===== src/rtl/mem_port_arbiter_pkg.sv =====
// Shared types for the unified-memory port arbiter: FSM state codes and
// owner encoding used by mem_port_arbiter and its wait counter.
package mem_port_arbiter_pkg;

   typedef enum logic [1:0] {
      ARB_IDLE  = 2'd0,
      ARB_ISSUE = 2'd1,
      ARB_WAIT  = 2'd2,
      ARB_RESP  = 2'd3
   } arb_state_e;

   localparam logic OWNER_IF = 1'b0;
   localparam logic OWNER_DM = 1'b1;

endpackage


===== src/rtl/arb_wait_counter.sv =====
// Memory latency counter for mem_port_arbiter: loaded with MEM_LATENCY-1 when
// an access is issued, counts down while waiting, flags zero when the read
// data from the memory macro is valid. Saturates at zero, never wraps.
module arb_wait_counter #(
   parameter int MEM_LATENCY = 2
) (
   input  logic clk,
   input  logic rst,
   input  logic load_i,
   input  logic dec_i,
   output logic zero_o
);

   localparam int CW = $clog2(MEM_LATENCY) + 1;

   logic [CW-1:0] cnt_q;
   logic [CW-1:0] cnt_d;

   // Next count: load has priority, decrement stops at zero
   always_comb begin
      cnt_d = cnt_q;
      if (load_i) begin
         cnt_d = CW'(MEM_LATENCY - 1);
      end else if (dec_i && (cnt_q != '0)) begin
         cnt_d = cnt_q - CW'(1);
      end
   end

   // Count register
   always_ff @(posedge clk or posedge rst) begin
      if (rst) begin
         cnt_q <= '0;
      end else begin
         cnt_q <= cnt_d;
      end
   end

   assign zero_o = (cnt_q == '0);

endmodule


===== src/rtl/mem_port_arbiter.sv =====
// Arbiter sharing one single-ported unified instruction/data memory between
// the fetch path (IF) and the load/store path (DM). One transaction at a time
// through IDLE -> ISSUE -> WAIT -> RESP.
// Optional feature: define ARB_ROUND_ROBIN_EN to alternate grants on
// contention; otherwise DM has fixed priority over IF.
module mem_port_arbiter
   import mem_port_arbiter_pkg::*;
#(
   parameter int MEM_ADDR_W  = 10,
   parameter int MEM_LATENCY = 2
) (
   input  logic                  clk,
   input  logic                  rst,
   input  logic                  if_req_i,
   input  logic [31:0]           if_addr_i,
   input  logic                  if_flush_i,
   input  logic                  halt_i,
   output logic                  if_ack_o,
   output logic [31:0]           if_rdata_o,
   input  logic                  dm_req_i,
   input  logic                  dm_we_i,
   input  logic [3:0]            dm_be_i,
   input  logic [31:0]           dm_addr_i,
   input  logic [31:0]           dm_wdata_i,
   output logic                  dm_ack_o,
   output logic [31:0]           dm_rdata_o,
   output logic                  mem_en_o,
   output logic                  mem_we_o,
   output logic [3:0]            mem_be_o,
   output logic [MEM_ADDR_W-1:0] mem_addr_o,
   output logic [31:0]           mem_wdata_o,
   input  logic [31:0]           mem_rdata_i,
   output logic                  busy_o,
   output logic                  owner_o
);

   arb_state_e            state_q;
   logic                  owner_q;
   logic                  store_q;
   logic                  flush_q;
   logic                  mem_en_q;
   logic                  mem_we_q;
   logic [3:0]            mem_be_q;
   logic [MEM_ADDR_W-1:0] mem_addr_q;
   logic [31:0]           mem_wdata_q;
   logic                  if_ack_q;
   logic                  dm_ack_q;
   logic [31:0]           if_rdata_q;
   logic [31:0]           dm_rdata_q;
   logic                  busy_q;
`ifdef ARB_ROUND_ROBIN_EN
   logic                  last_owner_q;
`endif

   logic if_elig;
   logic any_req;
   logic grant_dm;
   logic cnt_zero;
   logic if_kill;
   logic unused_addr_bits;

   // Fetches are held off while halted or being redirected
   assign if_elig = if_req_i & ~halt_i & ~if_flush_i;
   assign any_req = dm_req_i | if_elig;

`ifdef ARB_ROUND_ROBIN_EN
   assign grant_dm = dm_req_i & (~if_elig | (last_owner_q == OWNER_IF));
`else
   assign grant_dm = dm_req_i;
`endif

   // A fetch flushed at any point of its timeline must not deliver data
   assign if_kill = flush_q | if_flush_i;

   assign unused_addr_bits = ^{if_addr_i[31:MEM_ADDR_W+2], if_addr_i[1:0],
                               dm_addr_i[31:MEM_ADDR_W+2], dm_addr_i[1:0]};

   arb_wait_counter #(
      .MEM_LATENCY(MEM_LATENCY)
   ) u_wait_cnt (
      .clk   (clk),
      .rst   (rst),
      .load_i(state_q == ARB_ISSUE),
      .dec_i (state_q == ARB_WAIT),
      .zero_o(cnt_zero)
   );

   // Transaction FSM with registered memory strobes, acks and read data
   always_ff @(posedge clk or posedge rst) begin
      if (rst) begin
         state_q      <= ARB_IDLE;
         owner_q      <= OWNER_IF;
         store_q      <= 1'b0;
         flush_q      <= 1'b0;
         mem_en_q     <= 1'b0;
         mem_we_q     <= 1'b0;
         mem_be_q     <= 4'b0000;
         mem_addr_q   <= '0;
         mem_wdata_q  <= '0;
         if_ack_q     <= 1'b0;
         dm_ack_q     <= 1'b0;
         if_rdata_q   <= '0;
         dm_rdata_q   <= '0;
         busy_q       <= 1'b0;
`ifdef ARB_ROUND_ROBIN_EN
         last_owner_q <= OWNER_IF;
`endif
      end else begin
         if_ack_q <= 1'b0;
         dm_ack_q <= 1'b0;
         case (state_q)
            ARB_IDLE: begin
               flush_q <= 1'b0;
               if (any_req) begin
                  state_q  <= ARB_ISSUE;
                  busy_q   <= 1'b1;
                  mem_en_q <= 1'b1;
                  if (grant_dm) begin
                     owner_q     <= OWNER_DM;
                     store_q     <= dm_we_i;
                     mem_we_q    <= dm_we_i;
                     mem_be_q    <= dm_be_i;
                     mem_addr_q  <= dm_addr_i[MEM_ADDR_W+1:2];
                     mem_wdata_q <= dm_wdata_i;
                  end else begin
                     owner_q     <= OWNER_IF;
                     store_q     <= 1'b0;
                     mem_we_q    <= 1'b0;
                     mem_be_q    <= 4'b1111;
                     mem_addr_q  <= if_addr_i[MEM_ADDR_W+1:2];
                     mem_wdata_q <= '0;
                  end
               end
            end
            ARB_ISSUE: begin
               state_q  <= ARB_WAIT;
               mem_en_q <= 1'b0;
               mem_we_q <= 1'b0;
               if ((owner_q == OWNER_IF) && if_flush_i) begin
                  flush_q <= 1'b1;
               end
`ifdef ARB_ROUND_ROBIN_EN
               last_owner_q <= owner_q;
`endif
            end
            ARB_WAIT: begin
               if ((owner_q == OWNER_IF) && if_flush_i) begin
                  flush_q <= 1'b1;
               end
               if (cnt_zero) begin
                  state_q <= ARB_RESP;
                  if (owner_q == OWNER_DM) begin
                     dm_ack_q <= 1'b1;
                     if (!store_q) begin
                        dm_rdata_q <= mem_rdata_i;
                     end
                  end else if (!if_kill) begin
                     if_ack_q   <= 1'b1;
                     if_rdata_q <= mem_rdata_i;
                  end
               end
            end
            default: begin
               state_q <= ARB_IDLE;
               busy_q  <= 1'b0;
            end
         endcase
      end
   end

   // A flush arriving in the response cycle still cancels the fetch ack
   assign if_ack_o    = if_ack_q & ~if_flush_i;
   assign dm_ack_o    = dm_ack_q;
   assign if_rdata_o  = if_rdata_q;
   assign dm_rdata_o  = dm_rdata_q;
   assign mem_en_o    = mem_en_q;
   assign mem_we_o    = mem_we_q;
   assign mem_be_o    = mem_be_q;
   assign mem_addr_o  = mem_addr_q;
   assign mem_wdata_o = mem_wdata_q;
   assign busy_o      = busy_q;
   assign owner_o     = owner_q;

endmodule


===== config.mk =====
export PLATFORM = sky130hd
export DESIGN_NAME = mem_port_arbiter
export DESIGN_NICKNAME = d
export VERILOG_FILES = /design/src/rtl/mem_port_arbiter_pkg.sv /design/src/rtl/arb_wait_counter.sv /design/src/rtl/mem_port_arbiter.sv
export SDC_FILE = /design/constraint.sdc
export NUM_CORES = 1
export LEC_CHECK = 0
export ABC_CLOCK_PERIOD_IN_PS = 6700
export CAP_MARGIN = 10
export CORE_MARGIN = 1
export CORE_UTILIZATION = 35
export CTS_BUF_LIST = sky130_fd_sc_hd__clkbuf_2
export CTS_CLUSTER_SIZE = 14
export DETAILED_ROUTE_END_ITERATION = 10
export PLACE_DENSITY_LB_ADDON = 0.08
export SLEW_MARGIN = 5
export SYNTH_ARGS = -nofsm -noshare
export SYNTH_HDL_FRONTEND = slang
export SYNTH_SLANG_ARGS = --single-unit

===== constraint.sdc =====
create_clock -name clk -period 6.7 [get_ports clk]
set_clock_uncertainty 0.2 [all_clocks]
set_input_delay 2.01 -clock clk [delete_from_list [all_inputs] [get_ports clk]]
set_output_delay 2.01 -clock clk [all_outputs]
set_load 0.1 [all_outputs]

==> summary.md <==
| Metric | Value |
|---|---|
| ANT cells | 0 |
| TritonCTS Sinks | about 120 |
| R2R Path Start | state_q[0] |
| Setup TNS | 0 ns |
| Die Y | 119 um |
| Endpoints failing setup | 0 |
| Die Wd | around 120 um |
| I/O pin count | 255 |
| Simple logic cell fraction of the synthesized area | 2.44% |
| Post-Synth Adder-Cell Area | 1.31% |
| Max-cap viol count | 0 |
| Async SR Flop Fraction | between 90% and 100% |
| Gate Count Post-Synth | 308 |
| First-pass GRT wire length | 18.3 mm |
| Synthesized flop and latch total | around 120 |
| Tcrit/Tclk final | between 70% and 80% |
| Nets | 668 |
| Reg2reg end | dm_rdata_o[25] |
| DRT iter0 DRCs | 141 |
| Antenna-violating nets left | 0 |
| Final count of hold timing violations | 0 |
| Mapped cell area | 0.00478 sq mm |
| Outcome | finished clean |
| WP data required | 4.49 ns |
| R2R cell count | 5 |
| Setup Fix Bufs, Post-CTS | 0 |
| Post-synthesis mux area share | 20.0% |
| # rows | 42 |
| R2R Setup Slk | 4.39 ns |
| Slew @ Worst Pin | around 1.0 ns |
| Ratio of cells with drive above 1 in the final layout | 22.6% |
| Post-Syn Nets | 452 |
| Layout area overhead | 51.0% |
| Commonest cells after routing, fill and taps aside | clkdlybuf4s50_1 (209), dfrtp_1 (122), mux2_2 (83) |
| Area leader, netlist | dfrtp_1 |
| Port Buffers | 210 |
| Beginning of the critical path | if_flush_i |
| Post_cts resized | 0 |
| Primary FF master, synth | dfrtp_1 |
| Die ar. | 0.0141 sq mm |
| Register area | 0.00305 sq mm |
| XOR/XNOR Fraction of Synth Area | 0.183% |
| Setup CP Type | in2out |
| GRT Overall Usage | roughly 17% |
| Hold Buf Count CTS | 0 |
| Post-synth EDFFs | 0 |
| Synth top area share | 63.9% |
| CTS tree | built |
| Critical path startpoint category | input pin |
| Grt total ovfl | 0 |
| Max Root-Sink Buffers | 2 |
| Main combinational cell family by area after synthesis | multiplexers |
| Synth area leaders | dfrtp_1 (64%), mux2_2 (20%), a22o_1 (6.1%), buf_6 (1.7%), ha_1 (1.3%) |
| Critical Path Sink | if_ack_o |
| Level count of the clock H-tree | 4 |
| Core Region | 0.0133 sq mm |
| CP endpoint kind | primary output |
| Worst-path fanout max | 5 |
| TritonCTS buffer count | 17 |
| Critical Path AT | 3.06 ns |
| Compound-gate portion of the synthesized area | between 8 and 9% |
| Worst hold path type | reg2reg |
| Multi-input gate area | between 0.0015 and 0.002 sq mm |
| RSZ-0062 raised after global routing | false |
| Worst-Skew Late Latency | 0.64 ns |
| Slew margin rel. | 31.0% |
| DR WL/cell | 15.7 um |
| Cell variety after synth | 31 |
| Root Driver | clkbuf_2 |
| Vias in the first global route | ~3600 |
| Clock slew at reported path FFs | 0.14 ns |
| Starting Density | 35.9% |
| DRT Wirelength | 11.1 mm |
| Detailed-route via count | 3373 |
| Commonest non-fill, non-tap cell in the layout | clkdlybuf4s50_1 |
| Max Freq | approximately 190 MHz |
| Avg Vias per Cell | approximately 4.7 |
| Residual DRC | 0 |
| Synth warn | 0 |
| Seq/Total Area, Yosys | 63.9% |
| Initial antenna violation count | 0 |
| Crit path time final | 5.27 ns |
| Mean Syn Cell Area | about 16 sq um |
| Largest net degree at the start of global routing | 50 |
| DRT Pass-1 Iters | 4 |
| Final Slew Violations | 0 |
| Fillers | 1153 |
| Post-DP HPWL | around 7.6 mm |
| GPL Wtd Cong | approximately 0.75 |
per-stage QoR:
stage               setup WS [ns]  cells  hold WS [ns]  area (sq um)  utilization [%]
floorplan                    1.14    308         0.257          4780                -
global route                 1.33    711         0.336          7210             54.3
CTS                          1.43    711         0.311          7210             54.3
global placement             1.45    681         0.274          7010             52.7
finish                       1.43    711         0.303          7210             54.3
detailed placement           1.44    681         0.277          7010             52.7
Yosys cell counts, types with 2 or more instances:
cell,number
dfrtp_1,122
mux2_2,83
a22o_1,33
inv_1,8
buf_6,7
buf_2,6
ha_1,5
nor2_1,5
o22a_1,4
a21oi_1,3
clkbuf_1,3
nand2b_1,3
nor2b_1,3
o2bb2ai_1,3
clkbuf_2,2
nand2_1,2
o21ai_0,2
registers in the layout (all words and copies together) (netlist names):
register          cells
busy_o                1
dm_ack_o              1
dm_rdata_o           32
flush_q               1
if_ack_q              1
if_rdata_o           32
mem_addr_o           10
mem_be_o              4
mem_en_o              1
mem_wdata_o          32
mem_we_o              1
owner_o               1
state_q               2
store_q               1
u_wait_cnt.cnt_q      2
per-layer routing:
metal | share of wire (%) | up-vias | global-route usage (%)
met5 | 0 | - | 0
met4 | 1.7 | 0 | 7.12
met3 | 8.3 | 17 | 7.04
met2 | 47 | 129 | 26.4
met1 | 43 | 1676 | 20.6
li1 | - | 1551 | -
final cells by class:
type	instances	share of cell area, %
clock buffer	19	1.32
timing repair buffer	215	29.6
clock inverter	11	1.47
multi-input combinational	160	21.8
inverter	8	0.451
sequential	122	42.3
tap	176	3.05
logic make-up (layout without fill, tap and decap cells):
group / count (synthesis) / after routing
adders and majority gates: 5 / 5
AOI/OAI and AO/OA: 51 / 51
buffers and inverters: 26 / 253
and+or+nand+nor: 18 / 18
xor gates and xnor gates: 1 / 1
DFF: 122 / 122
muxes: 85 / 85
worst min path at each step:
stage / startpoint / endpoint / slack [ns] / cells after the start
floorplan: store_q / store_q / 0.26 / 1
detailed placement: mem_be_o[2] / mem_be_o[2] / 0.28 / 1
CTS: mem_be_o[2] / mem_be_o[2] / 0.31 / 1
finish: mem_be_o[2] / mem_be_o[2] / 0.30 / 1
global route: mem_wdata_o[18] / mem_wdata_o[18] / 0.34 / 1
global placement: mem_be_o[2] / mem_be_o[2] / 0.27 / 1
worst max-delay path, stage by stage:
cell and delay, ns:
clkdlybuf4s50_1 0.55, nor2b_1 0.19, buf_4 0.31
Power is not shown: default switching activity piles up to over one toggle a cycle in this logic, so the estimate is an artifact.
